<file path="src/rtl/mem_port_arbiter.sv">
`default_nettype none
// ============================================================================
//  Module   : mem_port_arbiter
//  Purpose  : Shares one single-port synchronous RAM between the CPU
//             instruction-fetch port and the CPU data port. Each requester
//             holds req until a one-cycle valid pulse. Accesses are
//             serialised IDLE -> ACCESS -> WAIT -> DONE with round-robin
//             arbitration between the two ports. All outputs are registered.
//  Revision : 1.0 - initial release
// ============================================================================
module mem_port_arbiter #(
   parameter int AW      = 32,   // word address width
   parameter int DW      = 32,   // data width
   parameter int LATENCY = 1     // RAM read latency after the mem_en cycle, 1..15
) (
   input  logic          clk,
   input  logic          reset,

   // instruction fetch port (read only)
   input  logic          i_req,
   input  logic [AW-1:0] i_addr,
   output logic [DW-1:0] i_rdata,
   output logic          i_valid,

   // data port
   input  logic          d_req,
   input  logic          d_we,
   input  logic [AW-1:0] d_addr,
   input  logic [DW-1:0] d_wdata,
   output logic [DW-1:0] d_rdata,
   output logic          d_valid,

   // memory side
   output logic          mem_en,
   output logic          mem_we,
   output logic [AW-1:0] mem_addr,
   output logic [DW-1:0] mem_wdata,
   input  logic [DW-1:0] mem_rdata,

   output logic          busy
);

   // -------------------------------------------------------------------------
   // Encodings
   // -------------------------------------------------------------------------
   typedef enum logic [1:0] {
      ST_IDLE   = 2'd0,
      ST_ACCESS = 2'd1,
      ST_WAIT   = 2'd2,
      ST_DONE   = 2'd3
   } state_t;

   localparam logic       OWNER_I = 1'b0;
   localparam logic       OWNER_D = 1'b1;

   // WAIT-phase down-counter start value; 4 bits covers the legal 1..15 range
   localparam logic [3:0] LAT_CNT = 4'(LATENCY);

   // -------------------------------------------------------------------------
   // State and registered outputs
   // -------------------------------------------------------------------------
   state_t          state_q,      state_d;
   logic            owner_q,      owner_d;       // port being served
   logic            last_owner_q, last_owner_d;  // port served most recently
   logic            we_q,         we_d;          // latched direction of access
   logic [3:0]      cnt_q,        cnt_d;         // WAIT cycles remaining

   logic            mem_en_q,     mem_en_d;
   logic            mem_we_q,     mem_we_d;
   logic [AW-1:0]   mem_addr_q,   mem_addr_d;
   logic [DW-1:0]   mem_wdata_q,  mem_wdata_d;
   logic [DW-1:0]   i_rdata_q,    i_rdata_d;
   logic [DW-1:0]   d_rdata_q,    d_rdata_d;
   logic            i_valid_q,    i_valid_d;
   logic            d_valid_q,    d_valid_d;
   logic            busy_q,       busy_d;

   // -------------------------------------------------------------------------
   // Arbitration: a lone request wins outright; when both ports ask, the
   // port that was not served last wins, giving strict alternation.
   // -------------------------------------------------------------------------
   logic w_any_req;
   logic w_grant_data;

   assign w_any_req    = i_req | d_req;
   assign w_grant_data = d_req & (~i_req | (last_owner_q == OWNER_I));

   // Next-state and next-output computation for the access sequencer
   always_comb begin
      state_d      = state_q;
      owner_d      = owner_q;
      last_owner_d = last_owner_q;
      we_d         = we_q;
      cnt_d        = cnt_q;
      mem_addr_d   = mem_addr_q;
      mem_wdata_d  = mem_wdata_q;
      i_rdata_d    = i_rdata_q;
      d_rdata_d    = d_rdata_q;
      busy_d       = busy_q;
      // strobes and pulses are single-cycle, so they default low
      mem_en_d     = 1'b0;
      mem_we_d     = 1'b0;
      i_valid_d    = 1'b0;
      d_valid_d    = 1'b0;

      case (state_q)
         ST_IDLE: begin
            if (w_any_req) begin
               // latch everything the RAM needs now; later input changes
               // from the requester must not reach the memory bus
               if (w_grant_data) begin
                  owner_d     = OWNER_D;
                  we_d        = d_we;
                  mem_addr_d  = d_addr;
                  mem_wdata_d = d_wdata;
               end else begin
                  owner_d     = OWNER_I;
                  we_d        = 1'b0;
                  mem_addr_d  = i_addr;
                  mem_wdata_d = '0;
               end
               last_owner_d = w_grant_data ? OWNER_D : OWNER_I;
               // strobe is registered, so it is raised for the ACCESS cycle
               mem_en_d     = 1'b1;
               mem_we_d     = w_grant_data ? d_we : 1'b0;
               busy_d       = 1'b1;
               state_d      = ST_ACCESS;
            end
         end

         ST_ACCESS: begin
            cnt_d   = LAT_CNT;
            state_d = ST_WAIT;
         end

         ST_WAIT: begin
            cnt_d = cnt_q - 4'd1;
            if (cnt_q == 4'd1) begin
               // read data is on mem_rdata during this last WAIT cycle;
               // writes leave both rdata registers untouched
               if (!we_q) begin
                  if (owner_q == OWNER_D) begin
                     d_rdata_d = mem_rdata;
                  end else begin
                     i_rdata_d = mem_rdata;
                  end
               end
               i_valid_d = (owner_q == OWNER_I);
               d_valid_d = (owner_q == OWNER_D);
               state_d   = ST_DONE;
            end
         end

         ST_DONE: begin
            // requests are ignored here; arbitration resumes in IDLE
            busy_d  = 1'b0;
            state_d = ST_IDLE;
         end

         default: begin
            busy_d  = 1'b0;
            state_d = ST_IDLE;
         end
      endcase
   end

   // Register bank; reset abandons any access in flight without a valid pulse
   always_ff @(posedge clk) begin
      if (reset) begin
         state_q      <= ST_IDLE;
         owner_q      <= OWNER_I;
         last_owner_q <= OWNER_D;   // first contested grant goes to fetch
         we_q         <= 1'b0;
         cnt_q        <= 4'd0;
         mem_en_q     <= 1'b0;
         mem_we_q     <= 1'b0;
         mem_addr_q   <= '0;
         mem_wdata_q  <= '0;
         i_rdata_q    <= '0;
         d_rdata_q    <= '0;
         i_valid_q    <= 1'b0;
         d_valid_q    <= 1'b0;
         busy_q       <= 1'b0;
      end else begin
         state_q      <= state_d;
         owner_q      <= owner_d;
         last_owner_q <= last_owner_d;
         we_q         <= we_d;
         cnt_q        <= cnt_d;
         mem_en_q     <= mem_en_d;
         mem_we_q     <= mem_we_d;
         mem_addr_q   <= mem_addr_d;
         mem_wdata_q  <= mem_wdata_d;
         i_rdata_q    <= i_rdata_d;
         d_rdata_q    <= d_rdata_d;
         i_valid_q    <= i_valid_d;
         d_valid_q    <= d_valid_d;
         busy_q       <= busy_d;
      end
   end

   // -------------------------------------------------------------------------
   // Output drive
   // -------------------------------------------------------------------------
   assign mem_en    = mem_en_q;
   assign mem_we    = mem_we_q;
   assign mem_addr  = mem_addr_q;
   assign mem_wdata = mem_wdata_q;
   assign i_rdata   = i_rdata_q;
   assign i_valid   = i_valid_q;
   assign d_rdata   = d_rdata_q;
   assign d_valid   = d_valid_q;
   assign busy      = busy_q;

endmodule
`default_nettype wire

</file>
<file path="config.mk">
export PLATFORM = sky130hd
export DESIGN_NAME = mem_port_arbiter
export DESIGN_NICKNAME = d
export VERILOG_FILES = /design/src/rtl/mem_port_arbiter.sv
export SDC_FILE = /design/constraint.sdc
export NUM_CORES = 1
export LEC_CHECK = 0
export ABC_CLOCK_PERIOD_IN_PS = 1700
export CORE_MARGIN = 10
export CORE_UTILIZATION = 37
export CTS_CLUSTER_SIZE = 25
export DETAILED_ROUTE_END_ITERATION = 8
export GPL_TIMING_DRIVEN = 0
export HOLD_SLACK_MARGIN = 0.15
export PLACE_DENSITY_LB_ADDON = 0.2
export SETUP_SLACK_MARGIN = 0.02
export SYNTH_ARGS = -nofsm -noshare
export SYNTH_HDL_FRONTEND = slang
export SYNTH_SLANG_ARGS = --single-unit
</file>
<file path="constraint.sdc">
create_clock -name clk -period 1.7 [get_ports clk]
set_clock_uncertainty 0.15 [all_clocks]
set_input_delay 0.425 -clock clk [delete_from_list [all_inputs] [get_ports clk]]
set_output_delay 0.425 -clock clk [all_outputs]
set_load 0.01 [all_outputs]
</file>
After elaboration in Yosys (flattened, before gate mapping)
Index checks and enable logic that the tools add are counted.
{ "totals": {"register_bits": 142, "ramBits": 0, "rom_bits": 0, "n_memories": 0, "latchBits": 0} }
{ "classes": {"n_reduce_logical": 11, "bitwise_logic": 11, "addsub": 1, "div_mod_pow": 0, "multipliers": 0, "eq_ne": 6, "n_mux": 11, "magnitude_cmp": 0, "n_shift": 0} }
{ "op_table": {"columns": ["cell", "count"], "rows": [
  ["$mux W32", 2],
  ["$not A1 Y1", 8],
  ["$pmux W2 S4", 1],
  ["$pmux W4 S2", 1],
  ["$reduce_and A4 Y1", 2],
  ["$reduce_and A2 Y1", 3],
  ["$reduce_or A3 Y1", 2],
  ["$eq A2 B2 Y1 const B", 2],
  ["$eq A4 B1 Y1 const B", 1],
  ["$mux W1", 4],
  ["$mux W2", 2],
  ["$ne A2 B2 Y1 const B", 2],
  ["$reduce_bool A2 Y1", 2],
  ["$sub A4 B1 Y4 const B", 1],
  ["$eq A2 B1 Y1 const B", 1],
  ["$logic_not A2 Y1", 1],
  ["$or A1 B1 Y1", 2],
  ["$pmux W1 S2", 1],
  ["$reduce_or A2 Y1", 1],
  ["$and A1 B1 Y1", 1]
]} }

Longest topological paths before layout
{ "depth": {"word_depth": 4, "mapped_depth": 8, "mapped_depth_nobuf": 5} }

Worst setup path before layout
Ideal clock, no wire load.
{ "synth_path": {"kind": "register -> register", "start": "register state_q[0]", "end": "register d_rdata_q[10], in the netlist d_rdata[10]", "period_less_slack_ns": 1.861, "setup_slack_ns": -0.161, "n_path_buf": 3, "stages_incl_launch_ff": 9, "setup_ns": 0.118, "arrival_ns": 1.593, "cell_sequence": "dfxtp_1 inv_1 ha_1 buf_4 nand4bb_4 or3b_1 buf_6 buf_12 mux2i_1"} }
{ "synth_via": {"elab_chain_len": 2} }
{ "synth_rtl": {"columns": ["item", "line_no", "text"], "rows": [
  ["start, declared", "62", "state_t state_q, state_d;"],
  ["start signal, assigned", "185", "state_q <= state_d;"],
  ["$eq A2 B2 Y1", "106", "case (state_q)"],
  ["$reduce_and A4 Y1 (no line)", null, null],
  ["end signal, assigned", "195", "d_rdata_q <= d_rdata_d;"],
  ["end, declared", "73", "logic [DW-1:0] d_rdata_q, d_rdata_d;"]
]} }
No other way between the ends.
A chain may end at the register's enable or synchronous reset.

Final worst setup path
{ "layout_path": {"start": "register state_q[0]", "end": "register d_rdata_q[23], in the netlist d_rdata[23]"} }
The elaborated chain is that of the path after synthesis.

==> impl_metrics.env <==
export IMPL_ant_nets=0
export IMPL_grt_pass1_vias=5761
export IMPL_yosysSeqAreaShare=0.511
export IMPL_syn_cell_area_sq_mm=0.00557
export IMPL_cp_start_kind="register"
export IMPL_dr_pass1_iters=6
export IMPL_layout_common_cells="137 x dfxtp_1, 129 x clkdlybuf4s50_1, 106 x dlygate4sd2_1"
export IMPL_crit_reg2reg_launch="state_q[0]"
export IMPL_r2r_end="d_rdata[23]"
export IMPL_max_slew_margin=0.575
export IMPL_r2r_cells=7
export IMPL_worstPathArrival_ns=1.89
export IMPL_htreeDepth=4
export IMPL_cts_reportedPaths_clkPinSlew_ns=0.06
export IMPL_place_ws_ns=-0.723
export IMPL_path_cells="inv_4, ha_4, nand4bb_4, or3b_4, buf_12, buf_12, mux2i_1"
export IMPL_slowest_delay_ns=0.40
export IMPL_clockBufferDepth=2
export IMPL_die_w_um=143
export IMPL_fmax_mhz=577
export IMPL_crit_path_top_delay_cell="or3b_4"
export IMPL_cpMostUsedCell="buf_12"
export IMPL_fp_coreArea_sq_mm=0.0146
export IMPL_setup_ws_ns=-0.0343
export IMPL_period_share=1.02
export IMPL_fin_nets=1016
export IMPL_synth_nets=704
export IMPL_routed_wl_um=21200
export IMPL_synthDistinctLibCells=36
export IMPL_violations="setup timing"
export IMPL_avgSynthCellArea_sq_um=9.85
export IMPL_gp_congestion=0.808
export IMPL_numCtsBuffers=17
export IMPL_maxCapViolCount=0
export IMPL_antenna_found_initial=1
export IMPL_min_path_cells=2
export IMPL_crit_fanout=8
export IMPL_totalPowerFinal_w=0.0131
export IMPL_setup_viol=32
export IMPL_syn2layout_area_growth_pct=77.5
export IMPL_ys_ff_latch=142
export IMPL_cts_sinks=142
export IMPL_ys_warn_count=0
export IMPL_io_pins=266
export IMPL_layout_min_cycle_time_ns=1.73
export IMPL_num_vias=5453
export IMPL_drt_iter0_drc=184
export IMPL_cts_hold_buf=0
export IMPL_final_max_slew_viol_count=0
export IMPL_insertion_delay_ns=0.42
export IMPL_rows=44
export IMPL_hold_viol=0
export IMPL_rrSetupSlack_ns=-0.03
export IMPL_powerDensity_mw_per_mm2=1330
export IMPL_leakage_nw=4.43
export IMPL_status="complete, but fails checks"
export IMPL_num_antenna_cells=0
export IMPL_root_buffer="clkbuf_16"
export IMPL_dp_hpwl_um=15600
export IMPL_io_buffers=264
export IMPL_drt_wirelength_per_cell_um=19.8
export IMPL_grt_pass1_wl_um=31600
export IMPL_cts_tree="built"
export IMPL_required_ns=1.86
export IMPL_drive_gt1_frac=0.190
export IMPL_hp_class="in2reg"
export IMPL_rsz0062_at_grt="yes"
export IMPL_avgViaCountPerCell=5.08
export IMPL_holdCritStartpoint="reset"
export IMPL_grt_max_degree=17
export IMPL_overflow=0
export IMPL_critPathCaptureType="register"
export IMPL_mostFrequentLayoutCell="dfxtp_1"
export IMPL_grt_usage=0.198
export IMPL_synth_cells=565
export IMPL_finalNonFillerCells=1074
export IMPL_die_area_sq_mm=0.0203
export IMPL_tightest_slew_ns=0.637
export IMPL_fp_dieH_um=143
export IMPL_placed_cells=1013
export IMPL_initial_core_util=0.380
export IMPL_critPathKind="reg2reg"
export IMPL_peakVddDrop_mv=0.770
export IMPL_hold_end="mem_en"
export IMPL_drc_errors=0
layer usage:
layer,GRT usage,part of all wire,up-vias
li1,-,-,2613
met1,0.208,0.38,2584
met2,0.335,0.49,217
met3,0.0992,0.11,37
met4,0.0755,0.023,2
met5,0,0.00033,-
registers in the layout (all words and copies together), names as in the netlist:
signal,cells
we_q,1
mem_we,1
last_owner_q,1
i_rdata,32
mem_wdata,32
owner_q,1
d_rdata,32
cnt_q,4
mem_en,1
i_valid,1
d_valid,1
mem_addr,32
busy,1
state_q,2
layout make-up:
| class | instances | area (sq um) |
|---|---|---|
| inverter | 7 | 28.8 |
| buffer | 47 | 463 |
| multi-input combinational | 368 | 2720 |
| clock buffer | 20 | 457 |
| tap | 184 | 230 |
| clock inverter | 12 | 183 |
| sequential | 142 | 2850 |
| timing repair buffer | 294 | 2940 |
| fill | 1141 | 4770 |
logic make-up after synthesis:
family                   Yosys count  share of synthesized area
AO/OA/AOI/OAI                     82                      0.114
flip-flops                       142                      0.511
multiplexers                      96                      0.173
adder cells (fa/ha/maj)            6                     0.0135
buffers and inverters             55                     0.0506
AND/OR/NAND/NOR                  184                      0.138
cells in the mapped netlist:
cell	count	area share
buf_6	1	0.0020
nand4b_1	2	0.0031
a211oi_1	33	0.045
ha_1	6	0.013
buf_4	1	0.0013
a21oi_1	6	0.0054
a31o_2	1	0.0016
buf_2	12	0.011
nor3b_1	2	0.0027
o22ai_1	1	0.0011
a32oi_1	32	0.050
nand4bb_4	1	0.0049
nor2b_1	1	0.0011
inv_1	7	0.0047
buf_12	3	0.011
nand3_1	2	0.0018
or3b_2	1	0.0016
o21ai_1	1	0.00090
or3b_1	1	0.0016
nand2_1	98	0.066
o21a_1	1	0.0013
a2111oi_0	1	0.0016
dfxtp_1	142	0.51
clkbuf_1	24	0.016
a21o_1	1	0.0013
nor2_1	67	0.045
o31a_2	1	0.0018
and3_1	1	0.0011
nand2b_1	3	0.0034
buf_1	7	0.0047
o21ai_0	3	0.0027
nor3_2	1	0.0018
nand3b_1	1	0.0013
nor3_1	3	0.0027
mux2i_1	96	0.17
a21boi_1	1	0.0013
timing repair:
item | in CTS | in global routing
resized for setup | 233 | 93
setup buffers | 12 | 7
cloned | 5 | 6
hold endpoints to repair | 0 | 0
endpoints found under the setup margin | 273 | 159
pin swaps | 5 | 12
critical path: cells and delay by family, from the launching register on:
family	cells	cell delay (ns)
flops	1	0.33
simple gates	2	0.51
mux	1	0.11
buf+inv	3	0.37
fa+ha+maj	1	0.15
power breakdown:
part | internal [W] | switching (W) | total (W)
clock network | 0.00255 | 0.00149 | 0.00403
logic | 0.00251 | 0.00240 | 0.00491
registers | 0.00385 | 0.000336 | 0.00418
total | 0.00890 | 0.00422 | 0.0131
metrics by stage:
step                      setup TNS, ns  instance area, sq um   util  hold WS [ns]
after floorplan                   -2.32                  5600      -         0.287
after CTS                         -3.04                  9480  0.648         0.309
after global placement           -74.13                  8470  0.578         0.294
final                            -0.780                  9880  0.674         0.288
after detailed placement         -79.21                  8470  0.578         0.301
after global routing              -3.81                  9880  0.674         0.296
how the worst max path moves through the flow:
stage	startpoint	to	slack [ns]	cells past startpoint
detailed placement	d_req	mem_addr[23]	-0.72	5
global route	state_q[0]	d_rdata[21]	-0.09	7
CTS	state_q[0]	d_rdata[23]	-0.06	7
finish	state_q[0]	d_rdata[23]	-0.03	7
floorplan	cnt_q[0]	state_q[1]	-0.08	4
global placement	d_req	mem_addr[30]	-0.67	5
Power figures use the tool's default switching activity.
==> patch: new RTL, same flow settings <==
Put one more register stage on the output `d_rdata`, with the module's reset. The value now appears one clock later. The other outputs are not delayed to match.
--- a/src/rtl/mem_port_arbiter.sv
+++ b/src/rtl/mem_port_arbiter.sv
@@ -208,7 +208,13 @@
    assign mem_wdata = mem_wdata_q;
    assign i_rdata   = i_rdata_q;
    assign i_valid   = i_valid_q;
-   assign d_rdata   = d_rdata_q;
+   always_ff @(posedge clk) begin
+      if (reset) begin
+         d_rdata <= '0;
+      end else begin
+         d_rdata <= d_rdata_q;
+      end
+   end
    assign d_valid   = d_valid_q;
    assign busy      = busy_q;
 
Check against the original RTL: not equivalent (a bounded check fails within 4 cycles, from zero or initial values and one cycle with reset high).
==> patch against the unedited design <==
  * The flow still finishes with violations (negative setup slack)
  * Sequential cell count increased by 32
  * Maximum frequency up 0.62%
  * Wire length rose by 5.7%
  * Global-route usage fell by 1.5 points
  * Setup slack gained 0.011 ns
  * Power grew 5.0%
  * Cell area rose by 7.5%
  * Synthesized area is 15% higher
  * Critical endpoint is now i_rdata[2]
==> patch: results <==
[outcome]
status = "finished with violations"
violations = "negative setup slack"

[detailed_routing]
met1Wirelength_um = 9243
drtIter0Drc = 254
wl_met2_um = 10880
drt-total-wl_um = 22450
dr.pass1.iters = 4

[die]
tap_cells = 225

[yosys]
ys_types = 39
ys_seq_area_share_pct = 54.35
yosys-top-cells-count = "174 x dfxtp_1, 67 x nand2_1, 67 x nor2_1, 64 x mux2i_1"

[layout]
nClkBuffers = 21
fillers = 1501
fin_nets = 1085
multi_input_cells = 401
clk_share_pct = 5.749
drive_gt1_share_pct = 16.37
nonClkBufAreaFrac_pct = 30.98
sh_seq_area_pct = 32.89

[placement]
gp_congestion = 0.7692
place_ws_ns = -0.7330

[clock_network]
cts_setup_buffers = 15

[critical_path]
endpoint = "i_rdata[2]"
critPathTopFamily = "buffers and inverters"
reg2regPathDepth = 9

[global_route]
antenna_found_initial = 0
grt_pass1_vias = 5902
grt_use_met3_pct = 8.168

[power_and_ir_drop]
clockPowerShare_pct = 29.3
switching_share_pct = 32.28
vdd_ir_drop_max_uv = 794.1
p_comb_share_pct = 35.4

[timing]
setup_viol = 22
fin_ws_ns = -0.02360
fin_hold_ws_ns = 0.2018
patch: cell types whose count changed in the layout (fill, tap and decap cells not counted), moves of 8 or more:
| cell | unedited run | this run |
|---|---|---|
| a211oi_1 | 9 | 19 |
| a211oi_2 | 24 | 14 |
| clkbuf_1 | 11 | 23 |
| clkbuf_2 | 16 | 3 |
| dfxtp_1 | 137 | 170 |
| dlygate4sd2_1 | 106 | 114 |
| mux2i_1 | 93 | 59 |
| nand2_1 | 98 | 67 |
| nor2_1 | 55 | 66 |
| nor2_2 | 10 | 1 |
| nor2b_1 | 1 | 33 |
| o21ai_1 | 0 | 11 |
| o21ai_2 | 0 | 20 |
| o31ai_1 | 0 | 29 |
patch: kinds of logic (layout without fill, tap and decap cells):
| group | after synthesis | after routing | synth area share (%) |
|---|---|---|---|
| compound gates | 146 | 147 | 16.24 |
| simple gates | 184 | 184 | 13.08 |
| fa+ha+maj | 6 | 6 | 1.171 |
| flops | 174 | 174 | 54.35 |
| buf+inv | 65 | 384 | 5.154 |
| mux | 64 | 64 | 9.996 |
